**src/rtl/id_ex_pipe_reg.sv**
```systemverilog
// Decode-to-execute pipeline register with bubble insertion, downstream hold and a saturating bubble counter.
// Optional branch-delay-slot flag tracking is enabled by defining ID_EX_BD_EN.
module id_ex_pipe_reg #(
  parameter int WIDTH  = 32,
  parameter int TNEW_W = 2,
  parameter int CNT_W  = 16
) (
  input  logic              clk,
  input  logic              reset,
  input  logic              stall,
  input  logic              flush,
  input  logic              hold,
  input  logic [WIDTH-1:0]  pc_d,
  input  logic [WIDTH-1:0]  instr_d,
  input  logic [WIDTH-1:0]  rs_data_d,
  input  logic [WIDTH-1:0]  rt_data_d,
  input  logic [WIDTH-1:0]  ext_d,
  input  logic [4:0]        a3_d,
  input  logic [TNEW_W-1:0] tnew_d,
  output logic [WIDTH-1:0]  pc_e,
  output logic [WIDTH-1:0]  instr_e,
  output logic [WIDTH-1:0]  rs_data_e,
  output logic [WIDTH-1:0]  rt_data_e,
  output logic [WIDTH-1:0]  ext_e,
  output logic [4:0]        a3_e,
  output logic [TNEW_W-1:0] tnew_e,
  output logic              valid_e,
  output logic [CNT_W-1:0]  bubble_cnt
`ifdef ID_EX_BD_EN
  ,
  input  logic              bd_d,
  output logic              bd_e
`endif
);

  logic insertBubble;
  logic cntFull;

  // flush wins over hold; a stall only bubbles when the stage is not frozen
  always_comb begin
    insertBubble = flush | (~hold & stall);
    cntFull      = &bubble_cnt;
  end

  always_ff @(posedge clk or posedge reset) begin
    if (reset) begin
      pc_e      <= '0;
      instr_e   <= '0;
      rs_data_e <= '0;
      rt_data_e <= '0;
      ext_e     <= '0;
      a3_e      <= '0;
      tnew_e    <= '0;
      valid_e   <= 1'b0;
    end else if (insertBubble) begin
      // the bubble keeps the decode PC so exception reporting stays precise
      pc_e      <= pc_d;
      instr_e   <= '0;
      rs_data_e <= '0;
      rt_data_e <= '0;
      ext_e     <= '0;
      a3_e      <= '0;
      tnew_e    <= '0;
      valid_e   <= 1'b0;
    end else if (!hold) begin
      pc_e      <= pc_d;
      instr_e   <= instr_d;
      rs_data_e <= rs_data_d;
      rt_data_e <= rt_data_d;
      ext_e     <= ext_d;
      a3_e      <= a3_d;
      // a write to $0 must never look like a pending forwarding source
      tnew_e    <= (a3_d == 5'd0) ? '0 : tnew_d;
      valid_e   <= 1'b1;
    end
  end

  always_ff @(posedge clk or posedge reset) begin
    if (reset) begin
      bubble_cnt <= '0;
    end else if (insertBubble && !cntFull) begin
      bubble_cnt <= bubble_cnt + CNT_W'(1);
    end
  end

`ifdef ID_EX_BD_EN
  // a stall bubble inherits the delay-slot flag, a flush bubble clears it
  always_ff @(posedge clk or posedge reset) begin
    if (reset) begin
      bd_e <= 1'b0;
    end else if (flush) begin
      bd_e <= 1'b0;
    end else if (!hold) begin
      bd_e <= bd_d;
    end
  end
`endif

endmodule

```
**config.mk**
```make
export PLATFORM = sky130hd
export DESIGN_NAME = id_ex_pipe_reg
export DESIGN_NICKNAME = d
export VERILOG_FILES = /design/src/rtl/id_ex_pipe_reg.sv
export SDC_FILE = /design/constraint.sdc
export NUM_CORES = 1
export LEC_CHECK = 0
export CAP_MARGIN = 15
export CELL_PAD_IN_SITES_DETAIL_PLACEMENT = 1
export CELL_PAD_IN_SITES_GLOBAL_PLACEMENT = 1
export CORE_MARGIN = 4
export CORE_UTILIZATION = 31
export CTS_BUF_LIST = sky130_fd_sc_hd__clkbuf_8
export CTS_CLUSTER_SIZE = 30
export DETAILED_ROUTE_END_ITERATION = 7
export GPL_TIMING_DRIVEN = 0
export PLACE_DENSITY_LB_ADDON = 0.3
export SLEW_MARGIN = 5
export SYNTH_ARGS = -nofsm -noshare
export SYNTH_HDL_FRONTEND = slang
export SYNTH_SLANG_ARGS = --single-unit
```
**constraint.sdc**
```tcl
create_clock -name clk -period 9.76 [get_ports clk]
set_input_delay 2.928 -clock clk [delete_from_list [all_inputs] [get_ports clk]]
set_output_delay 2.928 -clock clk [all_outputs]
set_load 0.005 [all_outputs]
```
Word-level counts from Yosys, hierarchy flattened
Cells that the tools add are included.
{"block": "totals", "regBits": 184, "word_cells": 35}
{"block": "op_classes", "add_sub_neg": 1, "eq_ne": 1, "muxes": 17, "bitwise": 3, "n_reduce_logical": 4}
{"op": "$mux 32", "count": 10}
{"op": "$add 16x1->16 const B", "count": 1}
{"op": "$reduce_and 16->1", "count": 1}
{"op": "$mux 5", "count": 2}
{"op": "$mux 2", "count": 3}
{"op": "$logic_not 5->1", "count": 1}
{"op": "$mux 1", "count": 2}
{"op": "$ne 2x1->1 const B", "count": 1}
{"op": "$and 1x1->1", "count": 1}
{"op": "$logic_and 1x1->1", "count": 1}
{"op": "$logic_not 1->1", "count": 1}
{"op": "$not 1->1", "count": 1}
{"op": "$or 1x1->1", "count": 1}

Longest topological paths before layout
{"block": "depth", "depth_word": 4, "depth_mapped": 6, "ltp_nobuf": 5}

Worst setup path after synthesis
OpenSTA, ideal clock, no wires.
{"block": "synth_timing", "kind": "input port to flip-flop", "start": "input stall", "end": "register instr_e[0]", "arrival_ns": 3.959, "required_time_ns": 9.695, "path_slack_ns": 5.736, "stages": 4, "n_path_buf": 2, "cell_sequence": "nor3_1 buf_2 buf_2 a22o_1"}
{"block": "synth_between", "elab_chain_len": 3, "word_cells_on_any_way": 4, "classes_between": "1 x eq/ne; 1 x mux; 2 x bitwise"}
{"element": "start: declaration", "line": "10", "rtl": "input logic stall,"}
{"element": "$and 1x1->1 *", "line": "41", "rtl": "insertBubble = flush | (~hold & stall);"}
{"element": "$or 1x1->1 *", "line": "41"}
{"element": "$ne 2x1->1 (no line) / $mux 32 (equally long branches)"}
{"element": "end signal: assignment", "line": "67", "rtl": "instr_e <= instr_d;"}
{"element": "end: declaration", "line": "21", "rtl": "output logic [WIDTH-1:0] instr_e,"}
Mark *: on every way between the ends. The rest lies on a longest branch, timed or not.
A chain may end at the register's enable or synchronous reset.

Final worst setup path
{"block": "layout_timing", "start": "input flush", "end": "register instr_e[0]"}
{"block": "layout_between", "elab_chain_len": 2, "word_cells_on_any_way": 3, "classes_between": "1 x eq/ne; 1 x mux; 1 x bitwise"}
{"element": "start: declaration", "line": "11", "rtl": "input logic flush,"}
{"element": "$or 1x1->1 *", "line": "41"}
{"element": "$ne 2x1->1 (no line) / $mux 32 (equally long branches)"}
Marked as above.

==> results_dict.tcl <==
set metrics [dict create \
    clock_tree_from_tritoncts "yes" \
    min_period_ns 4.810 \
    cts.repair.resized 0 \
    synth_commonest_cells "dfrtp_1, a22o_1, nand2_1" \
    grt_setup_unrepaired "false" \
    ioPinCount 356 \
    grt.total_usage_pct 19.60 \
    timing_max_transition_violations_final 0 \
    num_antenna_cells 0 \
    seq_power_share_pct 50.5 \
    class_of_the_worst_hold_path "reg -> reg" \
    post_synth_instance_area_mm2 0.006735 \
    synth-async-reset-ratio_pct 100.0 \
    critical_path.max_fanout 10 \
    avgSynthCellArea_um2 13.13 \
    grt_pass1_vias 6173 \
    netlist.area_leader.share_pct 68.36 \
    cap_violations 0 \
    cts.clk_slew.worst_paths_ns 0.10 \
    floorplan.die_area_mm2 0.02415 \
    num_vias 5661 \
    worstPathArrival_ns 5.20 \
    clk_latency_ns 0.45 \
    synth_enable_flop_cells 0 \
    numCtsBuffers 17 \
    powerDensity_mw_per_mm2 153.0 \
    worst-slew-pin-transition_ns 1.111 \
    power.combinational.fraction_pct 17.3 \
    coreArea_mm2 0.02122 \
    cts.path.max_buffers 2 \
    netlist.top_cell.by_area "dfrtp_1" \
    final_antenna_net_count 0 \
    dieHeight_um 155.4 \
    place_hpwl_um 18420 \
    post_cts_buffers 0 \
    design_power_uw 1696 \
    setup.worst_path.start_class "input port" \
    clockRootBuffer "clkbuf_8" \
    seq_area_frac_synth_pct 68.36 \
    detailed_router_s_first_iteration_violation_count 247 \
    synth.net_count 686 \
    required_ns 10.15 \
    cts.hold.buffers_added 0 \
    synth_top_cells_by_area "dfrtp_1, a22o_1, nand2_1" \
    fp.dieW_um 155.4 \
    final.setup.worst_slack_ns 4.950 \
    initial_antenna_violation_count 0 \
    area.growth.synth_to_final_pct 64.57 \
    run_status "complete, no violations" \
    synth_cell_type_count 30 \
    vias_per_cell 4.818 \
    power.share.clock_pct 32.2 \
    ys_ff_latch 184 \
    critical_path.endpoint_type "flop" \
    setup_violations 0 \
    place.port_buffers 355 \
    fin_nets 1061 \
    critPathKind "in -> reg" \
    number_of_iterations_in_the_first_detailed_routing_pass 4 \
    power.switching_uw 463.9 \
    internal-power_uw 1232 \
    synth_warnings 0 \
    gpl.final_weighted_congestion 0.7588 \
    finalCoreUtilization_pct 52.23 \
    leakage_uw 0.004997 \
    wire_per_inst_um 20.41 \
    fmax_ghz 0.2079 \
    core.rowCount 53 \
    sink_count_of_the_clock_tree 184 \
    min_period_over_period_pct 49.28 \
    ys.flop_type "dfrtp_1" \
    routed_wl_um 23980 \
    start_util_pct 31.74 \
    drc 0 \
    detailedPlace.worstSlack_ns 4.411 \
    grt_pass1_wl_um 36910 \
    irDropWorstVdd_uv 75.48 \
    layout_cells_sized_above_1_pct 5.000 \
    grt_overflow 0 \
    slew_headroom_pct 25.39 \
    grt_start_max_net_pins 103 \
    hold_viol 0 \
    final.setup_skew_ns 0.01857 \
    power.switching_fraction_pct 27.35 \
    synthCells 513 \
    htree_num_levels 4 \
    yosysMostFrequentCell "dfrtp_1" \
]
## power by group through the flow
stage          Sequential [µW]  Clock [µW]  Combinational, µW
5_1_grt                    867         592                318
3_3_place_gp               871           0                290
4_1_cts                    858         562                299
2_1_floorplan              870           0               86.3
6_report                   857         547                293
3_5_place_dp               872           0                297
## cell families after synthesis
family	Yosys count	synth area share [%]
fa+ha+maj	1	0.1857
buf+inv	39	2.322
compound gates	142	18.24
mux	1	0.2229
xor+xnor	14	1.821
simple gates	132	8.843
flops	184	68.36
## final timing paths
kind	start	end	slack [ns]	cells past startpoint
min in group asynchronous	reset	rt_data_e[9]	2.93	2
hold / removal	pc_e[3]	pc_e[3]	0.47	2
setup reg to reg	bubble_cnt[8]	bubble_cnt[1]	7.89	4
max in group asynchronous	reset	rt_data_e[5]	5.89	3
setup / recovery	flush	instr_e[0]	4.95	5
hold reg to reg	pc_e[3]	pc_e[3]	0.47	2
## through the flow
stage / setup TNS, ns / std cells / hold slack (ns) / area [µm²]
final: 0 / 1175 / 0.4702 / 11080
after global routing: 0 / 1175 / 0.4989 / 11080
after CTS: 0 / 1175 / 0.4783 / 11080
after detailed placement: 0 / 1144 / 0.4561 / 10670
after floorplan: 0 / 513 / 0.4628 / 6735
after global placement: -165.96 / 1143 / 0.4491 / 10630
## area by class of cell
type | instances | area, µm²
Fill cell | 2240 | 10140
Sequential cell | 184 | 4604
Timing Repair Buffer | 356 | 3581
Multi-Input combinational cell | 290 | 1974
Tap cell | 275 | 344.1
Clock buffer | 17 | 234.0
Clock inverter | 14 | 182.7
Buffer | 37 | 148.9
Inverter | 2 | 15.01
## layer usage
metal / GRT usage, % / routed length (µm)
met1: 23.90 / 9657
met4: 5.502 / 433
met2: 33.11 / 11810
met3: 6.732 / 2084
met5: 0 / 0
## registers in the layout, summed over array words and instances, names as in the netlist, 2 cells and up
name,cells
a3_e,5
bubble_cnt,16
pc_e,32
rs_data_e,32
tnew_e,2
rt_data_e,32
instr_e,32
ext_e,32
## worst max-delay path, stage by stage
cell             delay [ns]
clkdlybuf4s50_1        0.52
nor3_1                 0.89
buf_2                  0.39
buf_2                  0.29
a22o_1                 0.18
## cell usage in the layout, fill, tap and decap left out, types with 3 or more instances in the layout
cell type	count
clkbuf_1	26
clkbuf_8	17
buf_1	3
nand4_1	3
xor2_1	13
inv_6	5
nor4_1	3
clkdlybuf4s50_1	355
o21ai_0	3
a22o_1	135
nor3_1	7
nor2_1	3
inv_8	3
nand3_1	4
nand2_1	99
buf_2	8
dfrtp_1	184
No activity file was read; power rests on OpenSTA's default activity.
==> edit: new RTL, same settings <==
`WIDTH`: 32 -> 28.
--- a/src/rtl/id_ex_pipe_reg.sv
+++ b/src/rtl/id_ex_pipe_reg.sv
@@ -1,7 +1,7 @@
 // Decode-to-execute pipeline register with bubble insertion, downstream hold and a saturating bubble counter.
 // Optional branch-delay-slot flag tracking is enabled by defining ID_EX_BD_EN.
 module id_ex_pipe_reg #(
-  parameter int WIDTH  = 32,
+  parameter int WIDTH  = 28,
   parameter int TNEW_W = 2,
   parameter int CNT_W  = 16
 ) (
Interface: changed (10 resized); port bits go from 356 to 316. The function was not compared with the original's and may differ.
==> edit against the unedited design <==
Wire length down 9.3%. Core utilization is 0.60 points higher. Area after synthesis is 9.8% lower. Worst setup slack worse by 0.098 ns. Cell area fell by 9.6%. Power is 6.9% lower. Highest routed layer unchanged. Maximum frequency down 2.0%. Largest power group unchanged. Via count fell by 13%. Critical path type unchanged. Non-clock buffer count down 48. Critical endpoint is now ext_e[22]. Register-to-register slack lost 0.05 ns. Sequential cell count decreased by 20. Clock power down 0.7%. Count of clock-buffer cells in the layout grew 1.
==> edit: results (changes against the unedited design) <==
qor: placed_design.placement.cell_area 0.009587 mm² [was 0.01067 mm²]
qor: routing.detail_route.vias_per_cell 4.870 [was 4.818]
qor: power.power.static_leakage 4.357 nW [was 4.997 nW]
qor: final_layout.layoutNonFillerInstCount 1,016 [was 1,175]
qor: grt.grt_usage 0.1965 [was 0.1960]
qor: placed_design.gp_congestion 0.7978 [was 0.7588]
qor: synthesis.synth-seq-area-share 0.6757 [was 0.6836]
qor: critical_path.rrSetupSlack 7.84 ns [was 7.89 ns]
qor: critical_path.critical-path-max-stage-delay 0.60 ns [was 0.89 ns]
qor: placed_design.io_buffer_count 315 [was 355]
qor: hold_path.timing.hold.worst.start rt_data_e[24] [was pc_e[3]]
qor: synthesis.syn-num-nets 562 [was 686]
qor: routing.drt_iter0_drc 117 [was 247]
qor: synthesis.average_cell_area_after_synthesis 14.85 µm² [was 13.13 µm²]
qor: hold_path.worst_hold_end rt_data_e[24] [was pc_e[3]]
qor: synthesis.synth_top_area_cells sky130_fd_sc_hd__dfrtp_1 (68%), sky130_fd_sc_hd__a22o_1 (17%), sky130_fd_sc_hd__mux2_2 (5.6%) [was sky130_fd_sc_hd__dfrtp_1 (68%), sky130_fd_sc_hd__a22o_1 (18%), sky130_fd_sc_hd__nand2_1 (5.5%)]
qor: critical_path.worst_ep_arrival_time 5.28 ns [was 5.20 ns]
qor: placed_design.placed_insts 985 [was 1,144]
qor: grt.grt_first_pass_wirelength 33.29 mm [was 36.91 mm]
qor: final_layout.drive_gt1_frac 0.1005 [was 0.05000]
qor: placed_design.dp_slack 4.266 ns [was 4.411 ns]
qor: final_layout.multi_input_comb_area 0.001843 mm² [was 0.001974 mm²]
qor: final_layout.nets 897 [was 1,061]
qor: hold_path.worstHoldPathCells 1 [was 2]
qor: run_status.run_status completed [unchanged]
qor: timing.clock-skew-final 0.01248 ns [was 0.01857 ns]
qor: grt.vias_in_the_first_global_route 5,746 [was 6,173]
qor: routing.detail_route.wirelength 21.75 mm [was 23.98 mm]
qor: placed_design.place.detailed.hpwl 16.77 mm [was 18.42 mm]
qor: critical_path.timing.critical_path.slowest_stage_cell sky130_fd_sc_hd__clkbuf_1 [was sky130_fd_sc_hd__nor3_1]
qor: final_layout.layout.filler_cells 1,919 [was 2,240]
## edit: worst max path at each step
stage | end | slack [ns] | from
3_5_place_dp | ext_e[17] | 4.27 | flush
4_1_cts | ext_e[22] | 4.75 | flush
6_report | ext_e[22] | 4.85 | flush
5_1_grt | ext_e[22] | 4.69 | flush
2_1_floorplan | a3_e[0] | 2.40 | reset
3_3_place_gp | ext_e[9] | 0.36 | reset
## edit: cells by family after synthesis
logic type,synth area share
AOI/OAI and AO/OA,0.1889
buffers and inverters,0.02081
adders and majority gates,0.002060
DFF,0.6757
muxes,0.05974
and+or+nand+nor,0.03976
xor gates and xnor gates,0.01298
## edit: area by class of cell
type	instances	share of cell area
Tap cell	260	0.03248
Multi-Input combinational cell	213	0.1840
Clock buffer	18	0.02473
Timing Repair Buffer	316	0.3176
Sequential cell	164	0.4097
Inverter	3	0.001874
Clock inverter	13	0.01811
Buffer	29	0.01149
## edit: report_power, final
part	leakage (nW)	total (mW)	switching [mW]	internal, mW
logic	1.97	0.267	0.0973	0.170
clock network	0.220	0.543	0.259	0.285
registers	2.17	0.770	0.0468	0.723
## edit: per-layer routing
layer / GRT usage / share of wire / routed length (µm) / up-vias
li1: - / - / - / 2220
met2: 0.3275 / 0.49 / 10660 / 223
met4: 0.07621 / 0.029 / 640 / 0
met5: 0 / 0 / 0 / -
met1: 0.2187 / 0.38 / 8233 / 2463
met3: 0.09258 / 0.10 / 2209 / 42
## edit: metrics by stage
stage	hold WS [ns]	total power, mW
floorplan	0.4979	0.8591
global placement	0.4868	1.041
detailed placement	0.4898	1.054
CTS	0.5138	1.603
global route	0.5186	1.658
finish	0.5077	1.580
## edit: critical path: cells and delay by family
kind / cells / cell delay (ns)
AO/OA/AOI/OAI: 1 / 0.26
AND/OR/NAND/NOR: 1 / 0.42
buffers and inverters: 3 / 1.67
